$ cat src/rtl/uart_rx_core.sv
// Parametrised oversampling UART receive engine with parity/stop checks and valid/ready output.
// Define UART_RX_MAJORITY_VOTE_EN to decide each bit by a 2-of-3 vote around mid-bit.
module uart_rx_core #(
  parameter int unsigned DATA_BITS  = 8,
  parameter int unsigned OVERSAMPLE = 16,
  parameter int unsigned STOP_BITS  = 1
) (
  input  logic                 clk_rf,
  input  logic                 rst_rf_n,
  input  logic                 rx,
  input  logic                 parity_en,
  input  logic                 parity_odd,
  output logic [DATA_BITS-1:0] rx_data,
  output logic                 rx_valid,
  input  logic                 rx_ready,
  output logic                 parity_err,
  output logic                 frame_err,
  output logic                 break_det,
  output logic                 overrun
);

  localparam int unsigned CntW = $clog2(OVERSAMPLE);
  localparam int unsigned BitW = $clog2(DATA_BITS);

`ifdef UART_RX_MAJORITY_VOTE_EN
  // The vote ends one cycle past the nominal point; later bits keep an OVERSAMPLE period.
  localparam logic [CntW-1:0] StartDec = CntW'(OVERSAMPLE / 2);
`else
  localparam logic [CntW-1:0] StartDec = CntW'(OVERSAMPLE / 2 - 1);
`endif
  localparam logic [CntW-1:0] BitDec   = CntW'(OVERSAMPLE - 1);
  localparam logic [BitW-1:0] LastData = BitW'(DATA_BITS - 1);
  localparam logic [BitW-1:0] LastStop = BitW'(STOP_BITS - 1);

  typedef enum logic [2:0] {StIdle, StStart, StData, StParity, StStop} state_e;

  logic                 rx_meta_q, rx_s_q;
  logic                 sample_bit;
  state_e               state_q, state_d;
  logic [CntW-1:0]      cnt_q, cnt_d;
  logic [BitW-1:0]      bit_idx_q, bit_idx_d;
  logic [DATA_BITS-1:0] shift_q, shift_d;
  logic                 par_en_q, par_en_d;
  logic                 par_odd_q, par_odd_d;
  logic                 par_bit_q, par_bit_d;
  logic                 ferr_q, ferr_d;
  logic                 frame_done;
  logic                 perr_w, brk_w;

  logic [DATA_BITS-1:0] rx_data_q, rx_data_d;
  logic                 rx_valid_q, rx_valid_d;
  logic                 parity_err_q, parity_err_d;
  logic                 frame_err_q, frame_err_d;
  logic                 break_det_q, break_det_d;
  logic                 overrun_q, overrun_d;

`ifdef UART_RX_MAJORITY_VOTE_EN
  logic [1:0] rx_h_q;
  assign sample_bit = (rx_h_q[1] & rx_h_q[0]) | (rx_h_q[1] & rx_s_q) | (rx_h_q[0] & rx_s_q);
`else
  assign sample_bit = rx_s_q;
`endif

  always_comb begin
    state_d    = state_q;
    cnt_d      = cnt_q + 1'b1;
    bit_idx_d  = bit_idx_q;
    shift_d    = shift_q;
    par_en_d   = par_en_q;
    par_odd_d  = par_odd_q;
    par_bit_d  = par_bit_q;
    ferr_d     = ferr_q;
    frame_done = 1'b0;
    case (state_q)
      StIdle: begin
        cnt_d     = '0;
        bit_idx_d = '0;
        ferr_d    = 1'b0;
        par_bit_d = 1'b0;
        if (!rx_s_q) begin
          state_d   = StStart;
          par_en_d  = parity_en;
          par_odd_d = parity_odd;
        end
      end
      StStart: begin
        if (cnt_q == StartDec) begin
          cnt_d   = '0;
          state_d = sample_bit ? StIdle : StData;
        end
      end
      StData: begin
        if (cnt_q == BitDec) begin
          cnt_d   = '0;
          shift_d = {sample_bit, shift_q[DATA_BITS-1:1]};
          if (bit_idx_q == LastData) begin
            bit_idx_d = '0;
            state_d   = par_en_q ? StParity : StStop;
          end else begin
            bit_idx_d = bit_idx_q + 1'b1;
          end
        end
      end
      StParity: begin
        if (cnt_q == BitDec) begin
          cnt_d     = '0;
          par_bit_d = sample_bit;
          state_d   = StStop;
        end
      end
      StStop: begin
        if (cnt_q == BitDec) begin
          cnt_d = '0;
          if (!sample_bit) ferr_d = 1'b1;
          if (bit_idx_q == LastStop) begin
            bit_idx_d  = '0;
            frame_done = 1'b1;
            state_d    = StIdle;
          end else begin
            bit_idx_d = bit_idx_q + 1'b1;
          end
        end
      end
      default: state_d = StIdle;
    endcase
  end

  assign perr_w = par_en_q & (^{shift_q, par_bit_q, par_odd_q});
  assign brk_w  = ferr_d & ~(|shift_q) & ~(par_en_q & par_bit_q);

  always_comb begin
    rx_data_d    = rx_data_q;
    rx_valid_d   = rx_valid_q;
    parity_err_d = parity_err_q;
    frame_err_d  = frame_err_q;
    break_det_d  = break_det_q;
    overrun_d    = 1'b0;
    if (rx_valid_q && rx_ready) rx_valid_d = 1'b0;
    if (frame_done) begin
      if (!rx_valid_q || rx_ready) begin
        rx_valid_d   = 1'b1;
        rx_data_d    = shift_q;
        parity_err_d = perr_w;
        frame_err_d  = ferr_d;
        break_det_d  = brk_w;
      end else begin
        overrun_d = 1'b1;
      end
    end
  end

  always_ff @(posedge clk_rf or negedge rst_rf_n) begin
    if (!rst_rf_n) begin
      rx_meta_q    <= 1'b1;
      rx_s_q       <= 1'b1;
`ifdef UART_RX_MAJORITY_VOTE_EN
      rx_h_q       <= 2'b11;
`endif
      state_q      <= StIdle;
      cnt_q        <= '0;
      bit_idx_q    <= '0;
      shift_q      <= '0;
      par_en_q     <= 1'b0;
      par_odd_q    <= 1'b0;
      par_bit_q    <= 1'b0;
      ferr_q       <= 1'b0;
      rx_data_q    <= '0;
      rx_valid_q   <= 1'b0;
      parity_err_q <= 1'b0;
      frame_err_q  <= 1'b0;
      break_det_q  <= 1'b0;
      overrun_q    <= 1'b0;
    end else begin
      rx_meta_q    <= rx;
      rx_s_q       <= rx_meta_q;
`ifdef UART_RX_MAJORITY_VOTE_EN
      rx_h_q       <= {rx_h_q[0], rx_s_q};
`endif
      state_q      <= state_d;
      cnt_q        <= cnt_d;
      bit_idx_q    <= bit_idx_d;
      shift_q      <= shift_d;
      par_en_q     <= par_en_d;
      par_odd_q    <= par_odd_d;
      par_bit_q    <= par_bit_d;
      ferr_q       <= ferr_d;
      rx_data_q    <= rx_data_d;
      rx_valid_q   <= rx_valid_d;
      parity_err_q <= parity_err_d;
      frame_err_q  <= frame_err_d;
      break_det_q  <= break_det_d;
      overrun_q    <= overrun_d;
    end
  end

  assign rx_data    = rx_data_q;
  assign rx_valid   = rx_valid_q;
  assign parity_err = parity_err_q;
  assign frame_err  = frame_err_q;
  assign break_det  = break_det_q;
  assign overrun    = overrun_q;

endmodule

$ cat config.mk
export PLATFORM = sky130hd
export DESIGN_NAME = uart_rx_core
export DESIGN_NICKNAME = d
export VERILOG_FILES = /design/src/rtl/uart_rx_core.sv
export SDC_FILE = /design/constraint.sdc
export NUM_CORES = 1
export LEC_CHECK = 0
export CORE_MARGIN = 2
export CORE_UTILIZATION = 59
export DETAILED_ROUTE_END_ITERATION = 7
export PLACE_DENSITY_LB_ADDON = 0.15
export SLEW_MARGIN = 20
export SYNTH_ARGS = -nofsm -noshare
export SYNTH_HDL_FRONTEND = slang
export SYNTH_SLANG_ARGS = --single-unit
$ cat constraint.sdc
create_clock -name clk_rf -period 5.9 [get_ports clk_rf]
set_clock_uncertainty 0.15 [all_clocks]
set_input_delay 0.59 -clock clk_rf [delete_from_list [all_inputs] [get_ports clk_rf]]
set_output_delay 0.59 -clock clk_rf [all_outputs]
set_load 0.02 [all_outputs]
==> qor.yml <==
route:
  top_layer: "met4"
  wirelength_um: 3030
  ant_nets: 0
  dr_wl_met3_um: 137
  via_count: 1195
  drtPass1Iterations: 6
  drt_iter0_drc: 28
  drc: 2
  avgViaCountPerCell: 5.61
  wl_per_cell_um: 14.2
  wl_met2_um: 1430
  wl_met1_um: 1440
worst_setup_path:
  worst_path_max_delay_cell: "or4_4"
  critPathLaunchType: "flip-flop"
  cp-end-kind: "flip-flop"
  crit_chain: "ha_1, nand3_2, or4_4, nor2b_4, mux2_2"
  required_ns: 6.00
  path_max_fanout: 13
  reg2regPathDepth: 5
  critical_path.max_stage_delay_ns: 0.55
  crit_type: "reg -> reg"
  worstPathArrival_ns: 2.47
global_route:
  grt_max_degree: 38
  grt_pass1_wl_um: 5290
  grt_usage: 0.207
  grt_pass1_vias: 1200
  antenna_found_initial: 0
  overflow: 0
clocking:
  cts_tree: "built"
  htree_levels: 2
  holdBufCountCts: 0
  cts.sinks: 37
  clkLatencyLatePin_ns: 0.33
  cts_setup_buffers: 0
  cts_buffers: 5
  cts_root_buf: "clkbuf_4"
  post_cts_resized: 0
  clockBufferDepth: 2
  path_clk_slew_ns: 0.12
placement:
  routabilityCongestion: 0.795
  io_buffer_count: 18
  dp_hpwl_um: 2180
  dp_slack_ns: 3.54
synthesis:
  synth_fp_nets: 173
  yosysWarnings: 0
  netlist_area_mm2: 0.00178
  synthCells: 159
  synth_cell_types: 37
  synth_area_per_cell_um2: 11.2
  synth_edf_count: 0
  ys_seq_elements: 37
  ys_seq_area_frac: 0.523
  synth_ff_type: "dfrtp_1"
  synth_top_area_frac: 0.493
  yosys.area.top_type: "dfrtp_1"
  async_reset_ff_frac: 1.00
  synth_area_leaders: "dfrtp_1 (49%), mux2_4 (5.9%), ha_1 (5.6%)"
floorplan:
  initial_utilization: 0.633
  die_y_um: 58.9
  top_level_ports: 19
  design.die.area_mm2: 0.00346
  die_w_um: 58.9
  row_count: 19
  core_area_mm2: 0.00281
final_layout:
  layout_common_cells: "dfrtp_1 (35), clkdlybuf4s50_1 (18), inv_1 (13), nor2_1 (13)"
  drive_above_1_share: 0.154
  area_growth_pct: 14.2
  diodes: 0
  layout_commonest_cell: "dfrtp_1"
  fin_util: 0.723
  nets: 195
pwr:
  power_density_mw_per_mm2: 327
  power_leakage_uw: 0.000921
  peakVddDrop_mv: 0.270
run:
  cap_violations: 0
timing:
  worst_pin_slew_ns: 0.486
  rsz0062_at_grt: "false"
  max_slew_margin: 0.676
  timing.final.ws_setup_ns: 3.53
  hold_violations: 0
  fin_crit_ns: 2.37
  finalSetupViolCount: 0
  slew_violations: 0
  fmax_mhz: 421
  setup_tns_ns: 0
  timing.final.crit_share: 0.403
min_path:
  hp-class: "reg -> reg"
  min_path_cells: 0
status:
  violations: "design-rule violations"
  outcome: "finished, violations left"
routing by layer:
metal  global-route usage  vias to the layer above
met1                0.270                      574
met5                    0                        -
met3               0.0681                        6
li1                     -                      588
met4               0.0714                        0
met2                0.325                       27
state kept, by name, summed over array words and instances (netlist names), 3 cells and up:
register	count
bit_idx_q	3
shift_q	8
cnt_q	4
state_q	3
rx_data	8
critical path: cells and delay by family (launching register included):
family | cells | cell delay, ns
adders and majority gates | 1 | 0.25
and+or+nand+nor | 3 | 1.11
DFF | 1 | 0.38
muxes | 1 | 0.39
cells by family (layout without fill, tap and decap cells):
group,count (synthesis),in the layout,synth area share
AOI/OAI and AO/OA,28,28,0.100
xor gates and xnor gates,8,8,0.0395
adders and majority gates,9,9,0.0620
buffers and inverters,18,41,0.0479
DFF,37,37,0.523
muxes,12,12,0.0909
and+or+nand+nor,47,47,0.137
cell type report:
| cell class | instances | area [um2] |
|---|---|---|
| repair buffers | 20 | 195 |
| fillers | 218 | 777 |
| well taps | 31 | 38.8 |
| flip-flops and latches | 37 | 928 |
| multi-input cells | 104 | 762 |
| clock buffers | 5 | 37.5 |
| clock inverters | 3 | 17.5 |
| inverters | 13 | 48.8 |
final timing paths:
check	from	end	slack, ns
worst max-delay path	cnt_q[0]$_DFF_PN0_	rx_data[6]$_DFFE_PN0P_	3.53
worst min-delay path	rx_meta_q$_DFF_PN1_	rx_s_q$_DFF_PN1_	0.21
worst max register to register	cnt_q[0]$_DFF_PN0_	rx_data[6]$_DFFE_PN0P_	3.53
worst min register to register	rx_meta_q$_DFF_PN1_	rx_s_q$_DFF_PN1_	0.21
max in group asynchronous	rst_rf_n	rx_s_q$_DFF_PN1_	4.75
min in group asynchronous	rst_rf_n	shift_q[3]$_DFFE_PN0P_	0.49
stage by stage:
stage | cells | area [um2] | total power (uW) | hold slack (ns)
3_5_place_dp | 205 | 1970 | 536 | 0.200
6_report | 213 | 2030 | 663 | 0.213
4_1_cts | 213 | 2030 | 667 | 0.216
3_3_place_gp | 205 | 1970 | 525 | 0.197
2_1_floorplan | 159 | 1780 | 491 | 0.144
5_1_grt | 213 | 2030 | 712 | 0.218
cells in the mapped netlist, types with 3 or more instances:
cell,instances
a21oi_1,4
nor2b_1,4
mux2_2,5
inv_1,13
o21ai_0,12
nand3_1,4
nor2_1,13
nand2b_1,3
xor2_1,3
xnor2_1,5
ha_1,8
nand2_1,12
dfrtp_1,35
mux2_4,7
report_power, final:
group / switching [uW] / leakage (uW) / internal [uW]
combinational: 93.7 / 0.000395 / 90.4
clock: 85.4 / 0.0000310 / 44.9
sequential: 58.7 / 0.000496 / 289
Note: power is estimated with default switching activity, not from simulation.
